`src/rtl/polyeval_pkg.sv`:
```
// Shared definitions for the polynomial-evaluation sequencer.
//   - default widths for data, evaluation point and term counter
//   - default ALU result timeout
//   - sequencer state encoding
package polyeval_pkg;

    localparam int WID_D_DEF   = 32;
    localparam int WID_F_DEF   = 32;
    localparam int CNT_W_DEF   = 5;
    localparam int TMO_CYC_DEF = 16;

    typedef enum logic [2:0] {
        IDLE  = 3'd0,
        FETCH = 3'd1,
        ISSUE = 3'd2,
        WAIT  = 3'd3,
        DONE  = 3'd4
    } state_t;

endpackage

```
`src/rtl/polyeval_seq.sv`:
```
// Horner-method polynomial sequencer driving one polyeval ALU.
// Each term: read coef[i] from the synchronous RAM, issue
// acc = (coef[i] + acc*x) mod MOD_NUM to the ALU, wait for the result.
//
// Ports:
//   clk, rst                    clock, async active-high reset
//   i_start, i_abort            command strobe / synchronous abort
//   i_deg, i_x_in               degree and evaluation point (sampled with start)
//   o_busy, o_done, o_err       status; done/err are one-cycle pulses
//   o_result                    final accumulator, held between runs
//   o_coef_rd_en, o_coef_addr   coefficient RAM read port
//   i_coef_rd_data              RAM data, valid one cycle after the read strobe
//   o_alu_*                     ALU operation request
//   i_alu_res_vld, i_alu_res,
//   i_alu_order_cnt_o           ALU response
//
// state | meaning
// IDLE  | waiting for start
// FETCH | coefficient RAM read of coef[i]
// ISSUE | RAM data presented to the ALU with acc, x and term index
// WAIT  | waiting for ALU result, timeout counter running
// DONE  | result valid, done (and err) pulse
module polyeval_seq
    import polyeval_pkg::*;
#(
    parameter int WID_D   = WID_D_DEF,
    parameter int WID_F   = WID_F_DEF,
    parameter int CNT_W   = CNT_W_DEF,
    parameter int TMO_CYC = TMO_CYC_DEF
) (
    input  logic             clk,
    input  logic             rst,
    input  logic             i_start,
    input  logic             i_abort,
    input  logic [CNT_W-1:0] i_deg,
    input  logic [WID_F-1:0] i_x_in,
    output logic             o_busy,
    output logic             o_done,
    output logic [WID_D-1:0] o_result,
    output logic             o_err,
    output logic             o_coef_rd_en,
    output logic [CNT_W-1:0] o_coef_addr,
    input  logic [WID_D-1:0] i_coef_rd_data,
    output logic             o_alu_vld,
    output logic [WID_D-1:0] o_alu_a_left,
    output logic [WID_D-1:0] o_alu_a_right,
    output logic [WID_F-1:0] o_alu_factor,
    output logic [CNT_W-1:0] o_alu_order_cnt,
    input  logic             i_alu_res_vld,
    input  logic [WID_D-1:0] i_alu_res,
    input  logic [CNT_W-1:0] i_alu_order_cnt_o
);

    localparam int TMO_W = $clog2(TMO_CYC + 1);

    state_t           r_state;
    state_t           w_state_nxt;
    logic [CNT_W-1:0] r_i;
    logic [CNT_W-1:0] r_deg;
    logic [WID_F-1:0] r_x;
    logic [WID_D-1:0] r_acc;
    logic [WID_D-1:0] r_result;
    logic             r_err;
    logic [TMO_W-1:0] r_tmo;

    logic [CNT_W-1:0] w_order;
    logic [CNT_W-1:0] w_order_exp;
    logic             w_err_nxt;
    logic             w_accept;

    // deg and i are stable from ISSUE through WAIT, so the issued
    // term index can be recomputed when the response is checked.
    assign w_order     = r_deg - r_i;
    assign w_order_exp = w_order + CNT_W'(1);
    assign w_accept    = i_start && !i_abort;

    always_comb begin
        w_state_nxt = r_state;
        w_err_nxt   = 1'b0;
        case (r_state)
            IDLE:  if (w_accept) w_state_nxt = FETCH;
            FETCH: w_state_nxt = ISSUE;
            ISSUE: w_state_nxt = WAIT;
            WAIT: begin
                if (i_alu_res_vld) begin
                    if (i_alu_order_cnt_o != w_order_exp) begin
                        w_err_nxt   = 1'b1;
                        w_state_nxt = DONE;
                    end else if (r_i == '0) begin
                        w_state_nxt = DONE;
                    end else begin
                        w_state_nxt = FETCH;
                    end
                end else if (r_tmo == '0) begin
                    w_err_nxt   = 1'b1;
                    w_state_nxt = DONE;
                end
            end
            DONE:    w_state_nxt = IDLE;
            default: w_state_nxt = IDLE;
        endcase
        if (i_abort && r_state != IDLE) begin
            w_state_nxt = IDLE;
        end
    end

    always_ff @(posedge clk or posedge rst) begin
        if (rst) begin
            r_state  <= IDLE;
            r_i      <= '0;
            r_deg    <= '0;
            r_x      <= '0;
            r_acc    <= '0;
            r_result <= '0;
            r_err    <= 1'b0;
            r_tmo    <= '0;
        end else begin
            r_state <= w_state_nxt;
            case (r_state)
                IDLE: begin
                    if (w_accept) begin
                        r_deg <= i_deg;
                        r_x   <= i_x_in;
                        r_i   <= i_deg;
                        r_acc <= '0;
                        r_err <= 1'b0;
                    end
                end
                ISSUE: r_tmo <= TMO_W'(TMO_CYC - 1);
                WAIT: begin
                    if (!i_abort) begin
                        if (i_alu_res_vld) begin
                            r_acc <= i_alu_res;
                        end else if (r_tmo != '0) begin
                            r_tmo <= r_tmo - TMO_W'(1);
                        end
                        if (w_state_nxt == FETCH) begin
                            r_i <= r_i - CNT_W'(1);
                        end
                        // Result is captured on entry to DONE so it is valid
                        // alongside the done pulse and survives later aborts.
                        if (w_state_nxt == DONE) begin
                            r_err    <= w_err_nxt;
                            r_result <= i_alu_res_vld ? i_alu_res : r_acc;
                        end
                    end
                end
                default: ;
            endcase
        end
    end

    // Every request output is gated by state so that reset (IDLE) drives 0.
    always_comb begin
        o_busy          = (r_state != IDLE);
        o_done          = (r_state == DONE);
        o_err           = (r_state == DONE) && r_err;
        o_result        = r_result;
        o_coef_rd_en    = (r_state == FETCH);
        o_coef_addr     = (r_state == FETCH) ? r_i : '0;
        o_alu_vld       = (r_state == ISSUE);
        o_alu_a_left    = (r_state == ISSUE) ? i_coef_rd_data : '0;
        o_alu_a_right   = (r_state == ISSUE) ? r_acc : '0;
        o_alu_factor    = (r_state == ISSUE) ? r_x : '0;
        o_alu_order_cnt = (r_state == ISSUE) ? w_order : '0;
    end

endmodule
```
`config.mk`:
```
export PLATFORM = sky130hd
export DESIGN_NAME = polyeval_seq
export DESIGN_NICKNAME = d
export VERILOG_FILES = /design/src/rtl/polyeval_pkg.sv /design/src/rtl/polyeval_seq.sv
export SDC_FILE = /design/constraint.sdc
export NUM_CORES = 1
export LEC_CHECK = 0
export BUFFER_PORTS_ARGS = -buffer_cell sky130_fd_sc_hd__buf_2
export CORE_ASPECT_RATIO = 0.7
export CORE_MARGIN = 4
export CORE_UTILIZATION = 30
export CTS_BUF_LIST = sky130_fd_sc_hd__clkbuf_4
export CTS_CLUSTER_SIZE = 12
export DETAILED_ROUTE_END_ITERATION = 8
export GPL_TIMING_DRIVEN = 1
export PLACE_DENSITY_LB_ADDON = 0.08
export SYNTH_ARGS = -nofsm -noshare
export SYNTH_HDL_FRONTEND = slang
export SYNTH_SLANG_ARGS = --single-unit
```
`constraint.sdc`:
```
create_clock -name clk -period 3.3 [get_ports clk]
set_clock_uncertainty 0.05 [all_clocks]
set_input_delay 0.33 -clock clk [delete_from_list [all_inputs] [get_ports clk]]
set_output_delay 0.33 -clock clk [all_outputs]
set_load 0.02 [all_outputs]
```
; ---- After elaboration in Yosys (flattened, before gate mapping)
; Cells that the tools add are included.
; Widths: inputs -> output; s select.
[classes]
eq_ne = 13
n_addsub = 4
reduce_logical = 17
bitwise_logic = 1
mux = 31
[ops]
columns = op, count
row1 = $mux 32, 6
row2 = $pmux 32 s2, 1
row3 = $mux 5, 8
row4 = $pmux 5 s2, 2
row5 = $mux 3, 6
row6 = $ne 2x2->1 const B, 6
row7 = $pmux 3 s4, 1
row8 = $reduce_and 4->1, 3
row9 = $logic_not 5->1, 2
row10 = $sub 5x1->5 const B, 2
row11 = $eq 3x1->1 const B, 2
row12 = $eq 3x2->1 const B, 2
row13 = $eq 3x3->1 const B, 2
row14 = $mux 1, 6
row15 = $reduce_and 3->1, 2
row16 = $add 5x1->5 const B, 1
row17 = $ne 5x5->1, 1
row18 = $reduce_bool 5->1, 1
row19 = $sub 5x5->5, 1
row20 = $reduce_bool 2->1, 2
row21 = $logic_and 1x1->1, 3
row22 = $logic_not 3->1, 1
row23 = $reduce_bool 3->1, 1
row24 = $pmux 1 s2, 1
row25 = other kinds (3), 3
[totals]
out_inout_bits = 143
inputBits = 111
elab_cells = 74
ff_bits = 115

; ---- Depth between registers and ports, before layout
; Gate-level depths: netlist of the first run.
[logic_depth]
ltp_word = 11
depth_mapped = 12
mapped_depth_nobuf = 11

; ---- Worst setup path after synthesis of the first run
; OpenSTA, ideal clock, no wires.
[synth_path]
path_kind = register to register
from = reg r_i[0]
to = reg r_result[10], in the netlist o_result[10]
path_slack_ns = 0.302
arrival_ns = 2.822
path_stages_with_launch = 10
period_less_slack_ns = 2.998
n_path_buf = 1
setup_ns = 0.125
cell_sequence = dfrtp_1 -> ha_1 -> fa_1 -> xor2_2 -> or4_4 -> a211oi_2 -> o211ai_2 -> o21ai_4 -> buf_6 -> mux2_4
[synth_via]
elab_chain_len = 9
word_cells_on_any_way = 11
[synth_rtl]
columns = element, line
row1 = "start, declared", polyeval_seq.sv:58  ; logic [CNT_W-1:0] r_i;
row2 = "start signal, assigned", polyeval_seq.sv:124  ; r_i <= i_deg;
row3 = "start signal, assigned", polyeval_seq.sv:138  ; r_i <= r_i - CNT_W'(1);
row4 = $sub 5x5->5, polyeval_seq.sv:73  ; assign w_order = r_deg - r_i;
row5 = $add 5x1->5, polyeval_seq.sv:74  ; assign w_order_exp = w_order + CNT_W'(1);
row6 = $ne 5x5->1, polyeval_seq.sv:86  ; if (i_alu_order_cnt_o != w_order_exp) begin
row7 = $mux 3 *, polyeval_seq.sv:86
row8 = $mux 3 *, polyeval_seq.sv:85  ; if (i_alu_res_vld) begin
row9 = $pmux 3 s4 *, polyeval_seq.sv:80  ; case (r_state)
row10 = $mux 3 *, polyeval_seq.sv:102  ; if (i_abort && r_state != IDLE) begin
row11 = $eq 3x3->1 *, polyeval_seq.sv:142  ; if (w_state_nxt == DONE) begin
row12 = $reduce_and 3->1 (no line) *, -
row13 = "end signal, assigned", polyeval_seq.sv:144  ; r_result <= i_alu_res_vld ? i_alu_res : r_acc;
row14 = "end, declared", polyeval_seq.sv:62  ; logic [WID_D-1:0] r_result;
; Every way passes the cells marked *; elsewhere a longest branch is shown, timed or not.
; A chain may end at the register's enable or synchronous reset.

; ---- Worst setup path in the final report of the first run
[layout_path]
from = reg r_i[0]
to = reg r_result[1], in the netlist o_result[1]
; Same word-level chain as after synthesis.

==> results of run 1 <==
timing repair:
| action | CTS | global route |
|---|---|---|
| setup buffers | 0 | 10 |
| cloned | 0 | 1 |
| setup endpoints to repair | 1 | 37 |
| gates resized for setup | 1 | 17 |
| endpoints found under the hold margin | 186 | 0 |
| pin swaps | 0 | 6 |
| hold buffers | 70 | 0 |
critical path, cell delays in order, from the launching register on:
cell	delay, ps
dfrtp_1	420
ha_2	210
fa_2	390
xor2_2	250
or4_4	480
a211oi_4	260
o211ai_2	140
o21ai_4	270
clkbuf_16	190
buf_6	150
mux2_4	300
power groups by stage:
stage	combinational, W	sequential (W)	clock, W
2_1_floorplan	0.000999	0.00189	0
3_3_place_gp	0.00154	0.00183	0
3_5_place_dp	0.00157	0.00184	0
4_1_cts	0.00165	0.00181	0.00135
5_1_grt	0.00197	0.00185	0.00142
6_report	0.00181	0.00182	0.00130
path summary, 6_finish.rpt:
check | startpoint | end | depth (start not counted)
max in group asynchronous | rst | r_x[30] | 4
max reg2reg | r_i[0] | o_result[1] | 10
min | i_abort | r_tmo[0] | 3
max | r_i[0] | o_result[1] | 10
min in group asynchronous | rst | r_x[9] | 4
min reg2reg | r_x[29] | r_x[29] | 2
cells by family after synthesis:
| kind of cell | synth area share, % |
|---|---|
| muxes | 13.6 |
| and+or+nand+nor | 25.5 |
| buffers and inverters | 3.52 |
| AOI/OAI and AO/OA | 6.87 |
| adders and majority gates | 1.74 |
| xor gates and xnor gates | 2.17 |
| DFF | 46.6 |
cell usage after synthesis (all sizes together):
library cell  count
a2111oi           1
a211oi            1
a21boi            1
a21oi             6
a221o             1
a31oi             1
and2            103
and3              2
and3b             1
buf               3
clkbuf           34
dfrtp           115
fa                1
ha                7
inv              15
mux2             64
mux2i             1
nand2           176
nand2b            4
nand3             5
nand3b            1
nor2             12
nor2b             2
nor3              4
nor3b             3
nor4              2
nor4b             2
o2111a            1
o2111ai           1
o211a             1
o211ai            4
o21a              1
o21ai            41
o221a             1
o221ai            2
o2bb2ai           1
o31ai             3
or2               1
or3               2
or4               2
xnor2             8
xnor3             1
xor2              3
cell usage in the layout, fill, tap and decap left out, types with 6 or more instances in the layout:
| cell | n |
|---|---|
| buf_2 | 253 |
| nand2_1 | 176 |
| dfrtp_1 | 115 |
| and2_1 | 103 |
| dlygate4sd3_1 | 70 |
| o21ai_0 | 39 |
| mux2_2 | 35 |
| mux2_4 | 29 |
| clkbuf_4 | 17 |
| buf_4 | 14 |
| inv_1 | 13 |
| nor2_1 | 11 |
| a21oi_1 | 6 |
| xnor2_1 | 6 |
per-layer routing:
metal / vias up / part of all wire, %
met5: - / 0
met4: 0 / 0.63
met3: 13 / 5.6
met2: 178 / 46
met1: 2688 / 48
li1: 2754 / -
layout make-up:
class                           count  area, sq um  area share [%]
Clock buffer                       17          128            1.42
Clock inverter                     15          229            2.54
Inverter                           15         60.1           0.666
Multi-Input combinational cell    474         3160            35.1
Sequential cell                   115         2880            31.9
Tap cell                          270          338            3.75
Timing Repair Buffer              345         2210            24.6
registers in the layout, indices dropped and copies added (netlist names):
| name | flops |
|---|---|
| r_x | 32 |
| r_tmo | 5 |
| o_result | 32 |
| r_acc | 32 |
| r_err | 1 |
| r_i | 5 |
| r_state | 3 |
| r_deg | 5 |
metrics by stage:
step,hold WS [ps],utilization [%],setup TNS [ps],std cells
floorplan,385,-,0,641
global placement,401,38.7,0,1138
detailed placement,407,38.7,0,1138
CTS,106,44.0,0,1240
global route,133,45.0,-44.6,1251
finish,168,45.0,0,1251
==> metrics.cfg, run 1 <==
[synthesis]
synth_top_cell_by_area=dfrtp_1
synth_top_cell_area_share_pct=46.6
ys_seq_area_share_pct=46.6
syn_area_sq_um=6180
syn_avg_cell_area_sq_um=9.63
synth-seq-cells=115
yosys_warnings=0
syn_inst=641
synthTopCellsByArea=dfrtp_1, nand2_1, and2_1
synth.distinct_cells=51
syn-num-nets=760

[placement]
dp_hpwl_microns=12900
port_buffers=253
postPlaceCellArea_sq_um=7750
dpl_worst_slack_ps=60.3
gp_congestion=0.842

[clocking]
numCtsBuffers=17
cts_tree=done
clockBufferDepth=2
cts_sinks=115
clk_latency_ps=530
htreeDepth=4
clk_pin_slew_ps=120
cts_root_buffer=clkbuf_4

[timing]
fmax_ghz=0.311
setup_ws_ps=81.5
timing.final.crit_period_ps=3220
period_share_pct=97.5
hold_viol_final=0
setup_viol=0
relSlewSlack_pct=43.8
finalMaxSlewViolations=0
worst_slew_pin_slew_ps=843

[power]
power.share.clock_pct=26.4
total_power_w=0.00492
ir_drop_mv=0.265
p_int_w=0.00314
power_density_nw_per_um2=546
p_sw_share_pct=36.2
seqPwrFrac_pct=36.9
p_leak_nw=4.83
p_sw_w=0.00178
combinationalPowerShare_pct=36.8

[floorplanning]
initial_core_util_pct=30.9
die_h_microns=128
die_w_microns=179
io_pins=254
coreArea_sq_um=20000
dieArea_sq_um=23000
row_count=43

[finish]
filler_cell_count=1957
antennaDiodeCount=0
fin_area_sq_um=9010
layout-drive-gt1-share_pct=40.4
syn2layout_area_growth_pct=45.9
nNetsFinal=1087

[detailed_routing]
drtIter0Drc=345
drcViolationCount=0
routed_wl_microns=19500
avgViaCountPerCell=4.50
vias=5633
firstDrtPassIters=5
drt-wirelength-per-cell_microns=15.6
drtAntennaViolNets=0

[worst_setup_path]
worst-endpoint-required_ps=3670
crit_arrival_ps=3590
critical_path_class=register to register
path_max_fanout=6
start_kind=register
reg2reg_slack_ps=80
crit_path_end_kind=register

[global_route]
grt_pass1_vias=5874
top_usage_layer=met2
grt_overflow=0
gr-usage-all-layers_pct=16.6
met1_usage_pct=22.2
grt_use_met2_pct=27.3
grt_pass1_wl_microns=31100
antenna_found_initial=0
grt_max_degree=72
gr-usage-met3_pct=4.79

[run]
timing.max_cap.violations=0

[hold_path]
hp-class=primary input to register

[run_status]
status=completed

Power figures use the tool's default switching activity.
==> run 2: changes to the inputs <==
CORE_ASPECT_RATIO = unset   (was 0.7)
==> run 2 against run 1 <==
Global-route usage is essentially flat. Flip-flop and latch count unchanged. Routed wire length fell by 0.85%. Register-to-register slack improved by 90 ps. Die area down 0.16%. Power down 11%. Cell count shrank 0.32%. Combinational power fell by 9%. Hold slack got worse by 44 ps. Sequential share of layout area grew 0.77 points.
==> metrics.cfg, run 2 (synthesis gave the netlist of run 1 again) <==
[run_status]
status=completed

[timing]
setup_viol=0
timing.final.crit_period_ps=3130
relSlewSlack_pct=40.1
hold_viol_final=0
worst_slew_pin_slew_ps=898
rsz0062_at_grt=no
period_share_pct=94.9
fin_setup_tns_ps=0
finalMaxSlewViolations=0
fmax_ghz=0.319

[clocking]
htreeDepth=4
cts_sinks=115
cts_root_buffer=clkbuf_4
numCtsBuffers=17
clk_latency_ps=510
clockBufferDepth=2
clk_pin_slew_ps=110
cts_tree=done

[floorplanning]
die_h_microns=151
die_w_microns=151
io_pins=254
dieArea_sq_um=22900
initial_core_util_pct=30.5
coreArea_sq_um=20200
row_count=52

[global_route]
antenna_found_initial=2
grt_max_degree=72
grt_overflow=0
gr-usage-all-layers_pct=16.6
grt_pass1_wl_microns=30100
grt_pass1_vias=5905

[placement]
port_buffers=253
dp_hpwl_microns=13200
gp_congestion=0.779

[detailed_routing]
drt-wirelength-per-cell_microns=15.5
routed_wl_microns=19300
avgViaCountPerCell=4.55
drcViolationCount=0
vias=5672
firstDrtPassIters=4
drtAntennaViolNets=0
drtIter0Drc=206

[worst_setup_path]
crit_path_end_kind=register
critical_path_class=register to register
path_cells=ha_1 -> fa_2 -> inv_1 -> ha_1 -> xnor2_1 -> nand3_1 -> nor2_2 -> o211ai_2 -> o21ai_4 -> buf_12 -> buf_12 -> mux2_2
worst-endpoint-required_ps=3640
critPathMaxStageDelay_ps=580
crit_arrival_ps=3470
slowest_stage=fa_2
start_kind=register
r2r_start=r_i[0]
startpoint=r_i[0]
path_max_fanout=12
path_buf_inv=3
critPathTopFamily=adder cells

[finish]
syn2layout_area_growth_pct=42.5
nNetsFinal=1081
final_cell_mix=buf_2, nand2_1, dfrtp_1
mostFrequentLayoutCell=buf_2
layout-drive-gt1-share_pct=39.0

[hold_path]
min_from=i_abort
hp-class=primary input to register

[power]
ir_drop_mv=0.288
power_density_nw_per_um2=500
p_leak_nw=4.72
total_power_w=0.00440

[run]
timing.max_cap.violations=0

run 2: worst paths after layout:
check	endpoint	slack [ps]	depth (start not counted)
min in group asynchronous	r_x[19]	540	4
min reg2reg	r_x[1]	430	2
min	r_tmo[0]	120	3
max	o_result[30]	170	12
max reg2reg	o_result[30]	170	12
max in group asynchronous	r_acc[26]	1990	4
run 2: area by class of cell:
cell class	instances	area, sq um
Fill cell	2035	11400
Inverter	15	65.1
Clock buffer	20	150
Tap cell	270	338
Antenna cell	2	5.00
Sequential cell	115	2880
Timing Repair Buffer	339	2150
Multi-Input combinational cell	474	3120
Clock inverter	12	91.3
run 2: repair_timing:
item / CTS / global route
hold buffers: 70 / 0
buffers inserted: 0 / 4
endpoints found under the setup margin: 0 / 96
resized for setup: 0 / 10
endpoints found under the hold margin: 119 / 0
run 2: layer usage:
metal | global-route usage (%) | vias to the layer above | part of all wire [%]
li1 | - | 2737 | -
met1 | 20.5 | 2740 | 44
met2 | 28.3 | 171 | 49
met3 | 4.61 | 22 | 6.1
met4 | 4.99 | 2 | 1.6
met5 | 0 | - | 0.067
run 2: worst min-delay path, delay by kind of cell:
family / cells / cell delay (ps)
AO/OA/AOI/OAI: 2 / 160
buffers and inverters: 1 / 160
run 2: per-stage QoR:
| stage | cell area [sq um] | util, % | setup slack [ps] | std cells | hold WS, ps |
|---|---|---|---|---|---|
| after floorplan | 6180 | - | 302 | 641 | 385 |
| after global routing | 8800 | 43.5 | 50.7 | 1247 | 110 |
| after global placement | 7750 | 38.3 | 92.8 | 1138 | 399 |
| after CTS | 8700 | 43.0 | 13.2 | 1240 | 66.7 |
| after detailed placement | 7750 | 38.3 | 54.5 | 1138 | 404 |
| final | 8800 | 43.5 | 169 | 1247 | 125 |
run 2: power by group:
group	leakage (nW)	switching (W)	internal, W	total [W]
clock	0.129	0.000552	0.000385	0.000937
sequential	1.50	0.000162	0.00165	0.00181
combinational	3.10	0.000931	0.000720	0.00165
